[src/rtl/grn_pkg.sv]
// Shared definitions for the GRN Floyd sequencer: the sequencing FSM state encoding.
package grn_pkg;

    typedef enum logic [2:0] {
        IDLE,
        LOAD,
        RUN_A,
        RUN_B,
        CMP,
        PER,
        PCMP,
        OUT
    } grn_state_e;

endpackage

[src/rtl/grn_result_reg.sv]
// One-entry valid/ready holding register for a packed result record.
module grn_result_reg #(
    parameter int WIDTH = 8
) (
    input  logic             clk,
    input  logic             rst,
    input  logic             load_i,
    input  logic [WIDTH-1:0] data_i,
    input  logic             ready_i,
    output logic             valid_o,
    output logic [WIDTH-1:0] data_o
);

    logic             valid_q;
    logic [WIDTH-1:0] data_q;

    // The producer only loads while the slot is empty, so load takes priority.
    always_ff @(posedge clk) begin
        if (rst) begin
            valid_q <= 1'b0;
            data_q  <= '0;
        end else if (load_i) begin
            valid_q <= 1'b1;
            data_q  <= data_i;
        end else if (valid_q && ready_i) begin
            valid_q <= 1'b0;
        end
    end

    assign valid_o = valid_q;
    assign data_o  = data_q;

endmodule

[src/rtl/grn_floyd_ctrl.sv]
// Floyd cycle-detection sequencer for a GRN node array: sweeps a range of initial
// states, finds a state on each attractor, measures its period and reports records.
module grn_floyd_ctrl
    import grn_pkg::*;
#(
    parameter int N_NODES   = 16,
    parameter int CNT_W     = 16,
    parameter int MAX_STEPS = 1024
) (
    input  logic               clk,
    input  logic               rst,
    input  logic               start,
    input  logic [N_NODES-1:0] init_base,
    input  logic [CNT_W-1:0]   num_inits,
    output logic               busy,
    output logic               done,
    output logic               reset_nos,
    output logic [N_NODES-1:0] init_state,
    output logic               start_s0,
    output logic               start_s1,
    input  logic [N_NODES-1:0] s0,
    input  logic [N_NODES-1:0] s1,
    output logic               res_valid,
    input  logic               res_ready,
    output logic [N_NODES-1:0] res_init,
    output logic [N_NODES-1:0] res_state,
    output logic [CNT_W-1:0]   res_steps,
    output logic [CNT_W-1:0]   res_period,
    output logic               res_timeout
);

    typedef struct packed {
        logic [N_NODES-1:0] init;
        logic [N_NODES-1:0] state;
        logic [CNT_W-1:0]   steps;
        logic [CNT_W-1:0]   period;
        logic               timeout;
    } grn_res_t;

    localparam int               REC_W    = $bits(grn_res_t);
    localparam logic [CNT_W-1:0] STEP_LIM = CNT_W'(MAX_STEPS);
    localparam logic [CNT_W-1:0] CNT_ONE  = CNT_W'(1);

    grn_state_e         state_q;
    logic [N_NODES-1:0] cur_q;
    logic [CNT_W-1:0]   remaining_q;
    logic [CNT_W-1:0]   k_q;
    logic [CNT_W-1:0]   period_q;
    logic [N_NODES-1:0] meet_q;
    logic               reset_nos_q;
    logic [N_NODES-1:0] init_state_q;
    logic               start_s0_q;
    logic               start_s1_q;
    logic               done_q;
    logic               busy_q;

    logic               states_eq;
    logic               res_accept;
    logic               res_load;
    grn_res_t           res_rec;
    grn_res_t           res_out;
    logic [REC_W-1:0]   res_bits_d;
    logic [REC_W-1:0]   res_bits_q;

    assign states_eq  = (s0 == s1);
    assign res_accept = res_valid && res_ready;

    // A record is pushed on the same edge the FSM enters OUT, so it is visible in OUT.
    always_comb begin
        res_load = 1'b0;
        res_rec  = '{init: cur_q, state: meet_q, steps: k_q, period: period_q, timeout: 1'b0};
        if (state_q == CMP && !states_eq && k_q >= STEP_LIM) begin
            res_load        = 1'b1;
            res_rec.state   = s0;
            res_rec.period  = '0;
            res_rec.timeout = 1'b1;
        end else if (state_q == PCMP) begin
            if (states_eq) begin
                res_load = 1'b1;
            end else if (period_q >= STEP_LIM) begin
                res_load        = 1'b1;
                res_rec.period  = '0;
                res_rec.timeout = 1'b1;
            end
        end
    end

    assign res_bits_d = res_rec;

    // Strobes are registered, so each transition sets the strobes of the state it enters.
    always_ff @(posedge clk) begin
        if (rst) begin
            state_q      <= IDLE;
            cur_q        <= '0;
            remaining_q  <= '0;
            k_q          <= '0;
            period_q     <= '0;
            meet_q       <= '0;
            reset_nos_q  <= 1'b0;
            init_state_q <= '0;
            start_s0_q   <= 1'b0;
            start_s1_q   <= 1'b0;
            done_q       <= 1'b0;
            busy_q       <= 1'b0;
        end else begin
            reset_nos_q  <= 1'b0;
            init_state_q <= '0;
            start_s0_q   <= 1'b0;
            start_s1_q   <= 1'b0;
            done_q       <= 1'b0;
            case (state_q)
                IDLE: begin
                    if (start) begin
                        cur_q       <= init_base;
                        remaining_q <= num_inits;
                        if (num_inits == '0) begin
                            done_q <= 1'b1;
                        end else begin
                            state_q      <= LOAD;
                            reset_nos_q  <= 1'b1;
                            init_state_q <= init_base;
                            busy_q       <= 1'b1;
                        end
                    end
                end
                LOAD: begin
                    k_q        <= '0;
                    period_q   <= '0;
                    state_q    <= RUN_A;
                    start_s0_q <= 1'b1;
                    start_s1_q <= 1'b1;
                end
                RUN_A: begin
                    state_q    <= RUN_B;
                    start_s0_q <= 1'b1;
                    start_s1_q <= 1'b1;
                end
                RUN_B: begin
                    if (k_q < STEP_LIM) begin
                        k_q <= k_q + CNT_ONE;
                    end
                    state_q <= CMP;
                end
                CMP: begin
                    meet_q <= s0;
                    if (states_eq) begin
                        state_q    <= PER;
                        start_s1_q <= 1'b1;
                    end else if (k_q >= STEP_LIM) begin
                        state_q <= OUT;
                    end else begin
                        state_q    <= RUN_A;
                        start_s0_q <= 1'b1;
                        start_s1_q <= 1'b1;
                    end
                end
                PER: begin
                    if (period_q < STEP_LIM) begin
                        period_q <= period_q + CNT_ONE;
                    end
                    state_q <= PCMP;
                end
                PCMP: begin
                    if (states_eq) begin
                        state_q <= OUT;
                    end else if (period_q >= STEP_LIM) begin
                        period_q <= '0;
                        state_q  <= OUT;
                    end else begin
                        state_q    <= PER;
                        start_s1_q <= 1'b1;
                    end
                end
                OUT: begin
                    if (res_accept) begin
                        cur_q       <= cur_q + N_NODES'(1);
                        remaining_q <= remaining_q - CNT_ONE;
                        if (remaining_q == CNT_ONE) begin
                            state_q <= IDLE;
                            done_q  <= 1'b1;
                            busy_q  <= 1'b0;
                        end else begin
                            state_q      <= LOAD;
                            reset_nos_q  <= 1'b1;
                            init_state_q <= cur_q + N_NODES'(1);
                        end
                    end
                end
                default: begin
                    state_q <= IDLE;
                    busy_q  <= 1'b0;
                end
            endcase
        end
    end

    grn_result_reg #(
        .WIDTH(REC_W)
    ) u_result_reg (
        .clk    (clk),
        .rst    (rst),
        .load_i (res_load),
        .data_i (res_bits_d),
        .ready_i(res_ready),
        .valid_o(res_valid),
        .data_o (res_bits_q)
    );

    assign res_out     = res_bits_q;
    assign res_init    = res_out.init;
    assign res_state   = res_out.state;
    assign res_steps   = res_out.steps;
    assign res_period  = res_out.period;
    assign res_timeout = res_out.timeout;

    assign busy       = busy_q;
    assign done       = done_q;
    assign reset_nos  = reset_nos_q;
    assign init_state = init_state_q;
    assign start_s0   = start_s0_q;
    assign start_s1   = start_s1_q;

endmodule

[config.mk]
export PLATFORM = sky130hd
export DESIGN_NAME = grn_floyd_ctrl
export DESIGN_NICKNAME = d
export VERILOG_FILES = /design/src/rtl/grn_pkg.sv /design/src/rtl/grn_result_reg.sv /design/src/rtl/grn_floyd_ctrl.sv
export SDC_FILE = /design/constraint.sdc
export NUM_CORES = 1
export LEC_CHECK = 0
export CAP_MARGIN = 20
export CELL_PAD_IN_SITES_DETAIL_PLACEMENT = 0
export CELL_PAD_IN_SITES_GLOBAL_PLACEMENT = 1
export CORE_AREA = 3 3 147 149
export CTS_CLUSTER_SIZE = 10
export DETAILED_ROUTE_END_ITERATION = 12
export DIE_AREA = 0 0 150 152
export PLACE_DENSITY_LB_ADDON = 0.1
export SLEW_MARGIN = 10
export SYNTH_ARGS = -nofsm -noshare
export SYNTH_HDL_FRONTEND = slang
export SYNTH_HIERARCHICAL = 1
export SYNTH_SLANG_ARGS = --single-unit
[constraint.sdc]
create_clock -name clk -period 3.7 [get_ports clk]
set_input_delay 0.74 -clock clk [delete_from_list [all_inputs] [get_ports clk]]
set_output_delay 0.74 -clock clk [all_outputs]
set_load 0.02 [all_outputs]
# After elaboration in Yosys (flattened, before gate mapping)

Cells that the tools add are included.

Input bits: 68
Word-level logic and storage cells: 114
Register bits after elaboration: 170
Output and inout port bits: 87

Reduce and logical (&&, ||, !) cells: 16
$lt $le $gt $ge: 4
Muxes and demuxes: 59
$add $sub $neg: 4
Equality and inequality tests: 17

Operator list:

| operator                                                                 | count |
|---|---|
| 16-bit 2-to-1 mux                                                        | 13 |
| 16-bit case mux with 2 select lines                                      | 4 |
| 17-bit 2-to-1 mux                                                        | 4 |
| 16-bit by 1-bit adder with 16-bit output (second input constant)         | 3 |
| 16-bit case mux with 3 select lines                                      | 1 |
| 16-bit by 11-bit >= comparator with 1-bit output (second input constant) | 2 |
| 16-bit by 11-bit < comparator with 1-bit output (second input constant)  | 2 |
| 1-bit 2-to-1 mux                                                         | 24 |
| 3-bit case mux with 8 select lines                                       | 1 |
| 16-bit by 1-bit equality test with 1-bit output (second input constant)  | 1 |
| 16-bit equality test                                                     | 1 |
| 16-bit zero test                                                         | 1 |
| 16-bit by 1-bit subtractor with 16-bit output (second input constant)    | 1 |
| 3-bit 2-to-1 mux                                                         | 5 |
| 2-bit != test (second input constant)                                    | 7 |
| 3-bit equality test (second input constant)                              | 4 |
| 1-bit case mux with 2 select lines                                       | 4 |
| 3-bit by 2-bit equality test with 1-bit output (second input constant)   | 2 |
| 3-bit AND reduction                                                      | 2 |
| 2-bit nonzero test                                                       | 3 |
| 5-bit AND reduction                                                      | 1 |
| 2-bit 2-to-1 mux                                                         | 2 |
| 4-bit AND reduction                                                      | 1 |
| 3-bit by 1-bit equality test with 1-bit output (second input constant)   | 1 |
| 8 further kinds                                                          | 10 |

# Depth between registers and ports, before layout

Word-level depth: 6
Mapped depth: 14
Depth with buffers taken out: 7

# Modules after synthesis

The synthesis kept the hierarchy.

By module, submodules not included:

| module         | sequential area each (um2) | area an instance (um2) | cells an instance | instances |
|---|---|---|---|---|
| grn_floyd_ctrl | 2082.0                     | 5487.8                 | 703               | 1 |
| grn_result_reg | 1321.3                     | 2386.0                 | 214               | 1 |

# Worst setup path before layout

Ideal clock, no wire load.

Kind: input port to flip-flop
From: input port s0[5]
To: register u_result_reg.data_q[51], in the netlist u_result_reg/data_o[51]
Arrival: 2.851 ns
Buffers on the path: 5
Path slack: 0.722 ns
Library setup time: 0.128 ns
Stages: 12
Required time: 3.572 ns
Cell sequence: xnor2_1 > nand4_1 > nor4_1 > nand2b_1 > buf_4 > buf_4 > nand2_1 > buf_6 > buf_12 > buf_12 > mux2i_1 > nor2_1

Longest elaborated chain between the ends: 5
Elaborated cells on any way between the ends: 7
Those cells by class: 1 x eq/ne; 3 x mux; 3 x reduce/logical

Ends and longest elaborated chain:

| element                         | line                 | source |
|---|---|---|
| from (decl)                     | grn_floyd_ctrl.sv:21 | `input logic [N_NODES-1:0] s0,` |
| 16-bit equality test *          | grn_floyd_ctrl.sv:65 | `assign states_eq = (s0 == s1);` |
| 1-bit zero test                 | grn_floyd_ctrl.sv:72 | `if (state_q == CMP && !states_eq && k_q >= STEP_LIM) begin` |
| 1-bit logical AND (2 in series) | grn_floyd_ctrl.sv:72 |  |
| 1-bit 2-to-1 mux *              | grn_floyd_ctrl.sv:72 |  |
| net res_load                    | grn_floyd_ctrl.sv:59 | `logic res_load;` |
| to (signal assigned)            | grn_result_reg.sv:24 | `data_q <= data_i;` |
| to (decl)                       | grn_result_reg.sv:15 | `logic [WIDTH-1:0] data_q;` |

The timed path passes the listed nets; every way through them passes the cells marked *.
A chain may end at the register's enable or synchronous reset.

# Final worst setup path

From: input port s0[14]
To: register u_result_reg.data_q[1], in the netlist u_result_reg/data_o[1]

The elaborated chain is that of the path after synthesis.

==> run metrics <==
initial antenna violation count=0; Syn Area/Cell=8.586 sq um; core area=0.02030 sq mm; IO Port Bufs=154; CP endpoint kind=register; sink of the worst hold path=meet_q[3]; commonest non-fill, non-tap cell in the layout=nor2_1; GRT Resource Usage Total=0.1888; power after layout=4.286 mW; RSZ-0062 raised after global routing=no; post-layout net count=1,127; CP Data Required Time=3990 ps; worst-margin pin slew=942.8 ps; Yosys Warn Count=6; CTS Buffer Depth=2; Post-DRT Antenna Nets=0; Clk Latency, worst-skew pair=430 ps; endpoints failing setup=0; Hold Startpoint=meet_q[3]; pre-CTS setup slack=396.0 ps; Inserted Diodes=0; Setup TNS Final=0 ps; Slew Limit Fails=0; CTS clk-pin slew, worst paths=70 ps; Max Cap Viol=0; Tmin final=2902 ps; Netlist cell types=58; sequential area share after synthesis=0.4322; worst-case reg-to-reg path depth=7; Peak VDD IR=0.0002817 V; Initial Utilization=0.3879; Num CTS Buffers=17; TritonCTS Sinks=170; R2R Path Start=state_q[0]; Top FF cell, synth=dfxtp_1; 1st-iter DRT viols=333; vias in the first global route=6,645; root buffer cell=clkbuf_16; first-pass GRT wire length=35,140 um; dpl cell area=0.009622 sq mm; max frequency=344.6 MHz; hold crit path type=register to register; Top Ports=155; fin worst setup slack=798.0 ps; Cells after DPL=1,302; drt drc=0; area grow syn2layout=29.68%; full die area=0.02280 sq mm; share of cells above drive strength 1=0.07512; Final Skew=14.53 ps; Final Hold Viols=0; PostCTS Resize Cnt=0; Synthesized Nets=992; Register-to-Register Setup Slack=1110 ps; via count=6,812; FFs w/ async S/R, synth=0; Leak=3.509 nW; Final Non-Filler Cells=1,335; crit-path max FO=21; final WL=21,400 um; crit path kind=input port to register; site row count=52; WP data arrival=3190 ps; Final HPWL DP=14,860 um; power density cells=419.7 mW/mm^2; die height=152 um; post-cts hold buffer count=0; # Post-CTS Setup Buffers=0; grt total ovfl=0; DIE WIDTH=150 um; synthesized cell area=0.007874 sq mm; Syn Inst Count=917; post-DR vias/cell=5.103; H-tree levels=4; Avg WL per Cell=16.03 um; Slew Limit Headroom=0.3715; GPL Wtd Cong=0.7793; Pre-antenna DRT Iters=4; most frequent cells in the layout=nor2_1, dfxtp_1, clkdlybuf4s50_1; largest net degree at the start of global routing=58; Finished Cell Area=0.01021 sq mm; EDFF count, synth=0; hold path depth=2; crit start category=input port; CTS tree=built; status=complete, no violations; fin crit share=0.7843; reg2reg end=remaining_q[6]; Yosys reg bits=170
[area by class of cell]
type | instances | area, sq um
Fill cell | 2032 | 10090
Inverter | 15 | 56.30
Clock buffer | 22 | 464.2
Clock inverter | 10 | 110.1
Tap cell | 270 | 337.8
Sequential cell | 170 | 3403
Timing Repair Buffer | 173 | 1730
Multi-Input combinational cell | 675 | 4109
[flip-flops by register name, summed over array words and instances (netlist names)]
name / flops
u_result_reg/data_o: 65
cur_q: 16
init_state: 16
k_q: 16
meet_q: 16
period_q: 16
remaining_q: 16
state_q: 3
busy: 1
done: 1
reset_nos: 1
start_s0: 1
start_s1: 1
u_result_reg/valid_o: 1
[synthesized netlist by cell type (3+ instances only)]
cell type	number	area share
nor2_1	175	0.083
dfxtp_1	170	0.43
nand2_1	76	0.036
mux2i_1	66	0.084
a21oi_1	55	0.035
clkbuf_1	42	0.020
xnor2_1	38	0.042
o21ai_0	31	0.020
nor4_1	22	0.017
a22oi_1	21	0.020
nor3_1	17	0.011
mux2_2	16	0.023
nand4_1	16	0.013
inv_1	15	0.0072
nand3_1	15	0.0095
nor2b_1	12	0.0095
and2_1	9	0.0072
xor2_1	8	0.0089
a31oi_1	7	0.0056
ha_1	7	0.011
or3_1	7	0.0056
a2bb2oi_1	6	0.0067
or2_2	6	0.0048
buf_12	5	0.013
nor4b_1	5	0.0056
o21bai_1	5	0.0048
a211oi_1	4	0.0038
and3_1	4	0.0032
buf_2	4	0.0025
buf_4	4	0.0038
o31ai_1	4	0.0038
a221oi_1	3	0.0033
a22o_1	3	0.0033
a311oi_1	3	0.0033
a41oi_1	3	0.0033
nand2b_1	3	0.0024
nor3b_1	3	0.0029
o22ai_1	3	0.0024
[per-stage QoR]
step / hold WS (ps) / utilization
2_1_floorplan: 432.9 / -
3_3_place_gp: 439.3 / 0.4734
3_5_place_dp: 443.5 / 0.4740
4_1_cts: 455.1 / 0.5023
5_1_grt: 467.5 / 0.5030
6_report: 451.4 / 0.5030
[layer usage]
metal	routed length [um]	global-route usage	vias to the layer above
li1	-	-	3479
met1	9934	0.2588	3150
met2	9856	0.2953	164
met3	1363	0.05034	19
met4	243	0.04880	0
met5	0	0	-
[logic make-up (layout without fill, tap and decap cells)]
| logic type | count (synthesis) | in the layout | synth area share |
|---|---|---|---|
| compound gates | 160 | 160 | 0.1278 |
| xor+xnor | 46 | 46 | 0.05117 |
| fa+ha+maj | 7 | 7 | 0.01112 |
| buf+inv | 72 | 220 | 0.04815 |
| flops | 170 | 170 | 0.4322 |
| mux | 82 | 82 | 0.1068 |
| simple gates | 380 | 380 | 0.2228 |
[critical path: stages]
cell             delay [ps]
clkdlybuf4s50_1         470
xnor2_1                 250
nand4_1                 180
nor4_2                  330
buf_4                   210
o21ai_0                 180
nand2_4                 310
buf_12                  240
mux2i_1                 210
nor2_1                   50
[power breakdown]
group,total [mW],switching (mW),internal [mW],leakage (nW)
Combinational,0.556,0.306,0.251,1.85
Clock,1.76,0.780,0.978,0.277
Sequential,1.97,0.0788,1.89,1.38
[worst max path at each step]
stage                 from                       to  slack, ps  depth (start not counted)
floorplan            s0[5]  u_result_reg/data_o[51]        720                         12
global placement    s0[11]   u_result_reg/data_o[1]        410                         10
detailed placement  s0[14]   u_result_reg/data_o[1]        400                         10
CTS                 s0[14]   u_result_reg/data_o[1]        830                         10
global route         s0[3]  u_result_reg/data_o[12]        660                         10
finish              s0[14]   u_result_reg/data_o[1]        800                         10
Power figures use the tool's default switching activity.
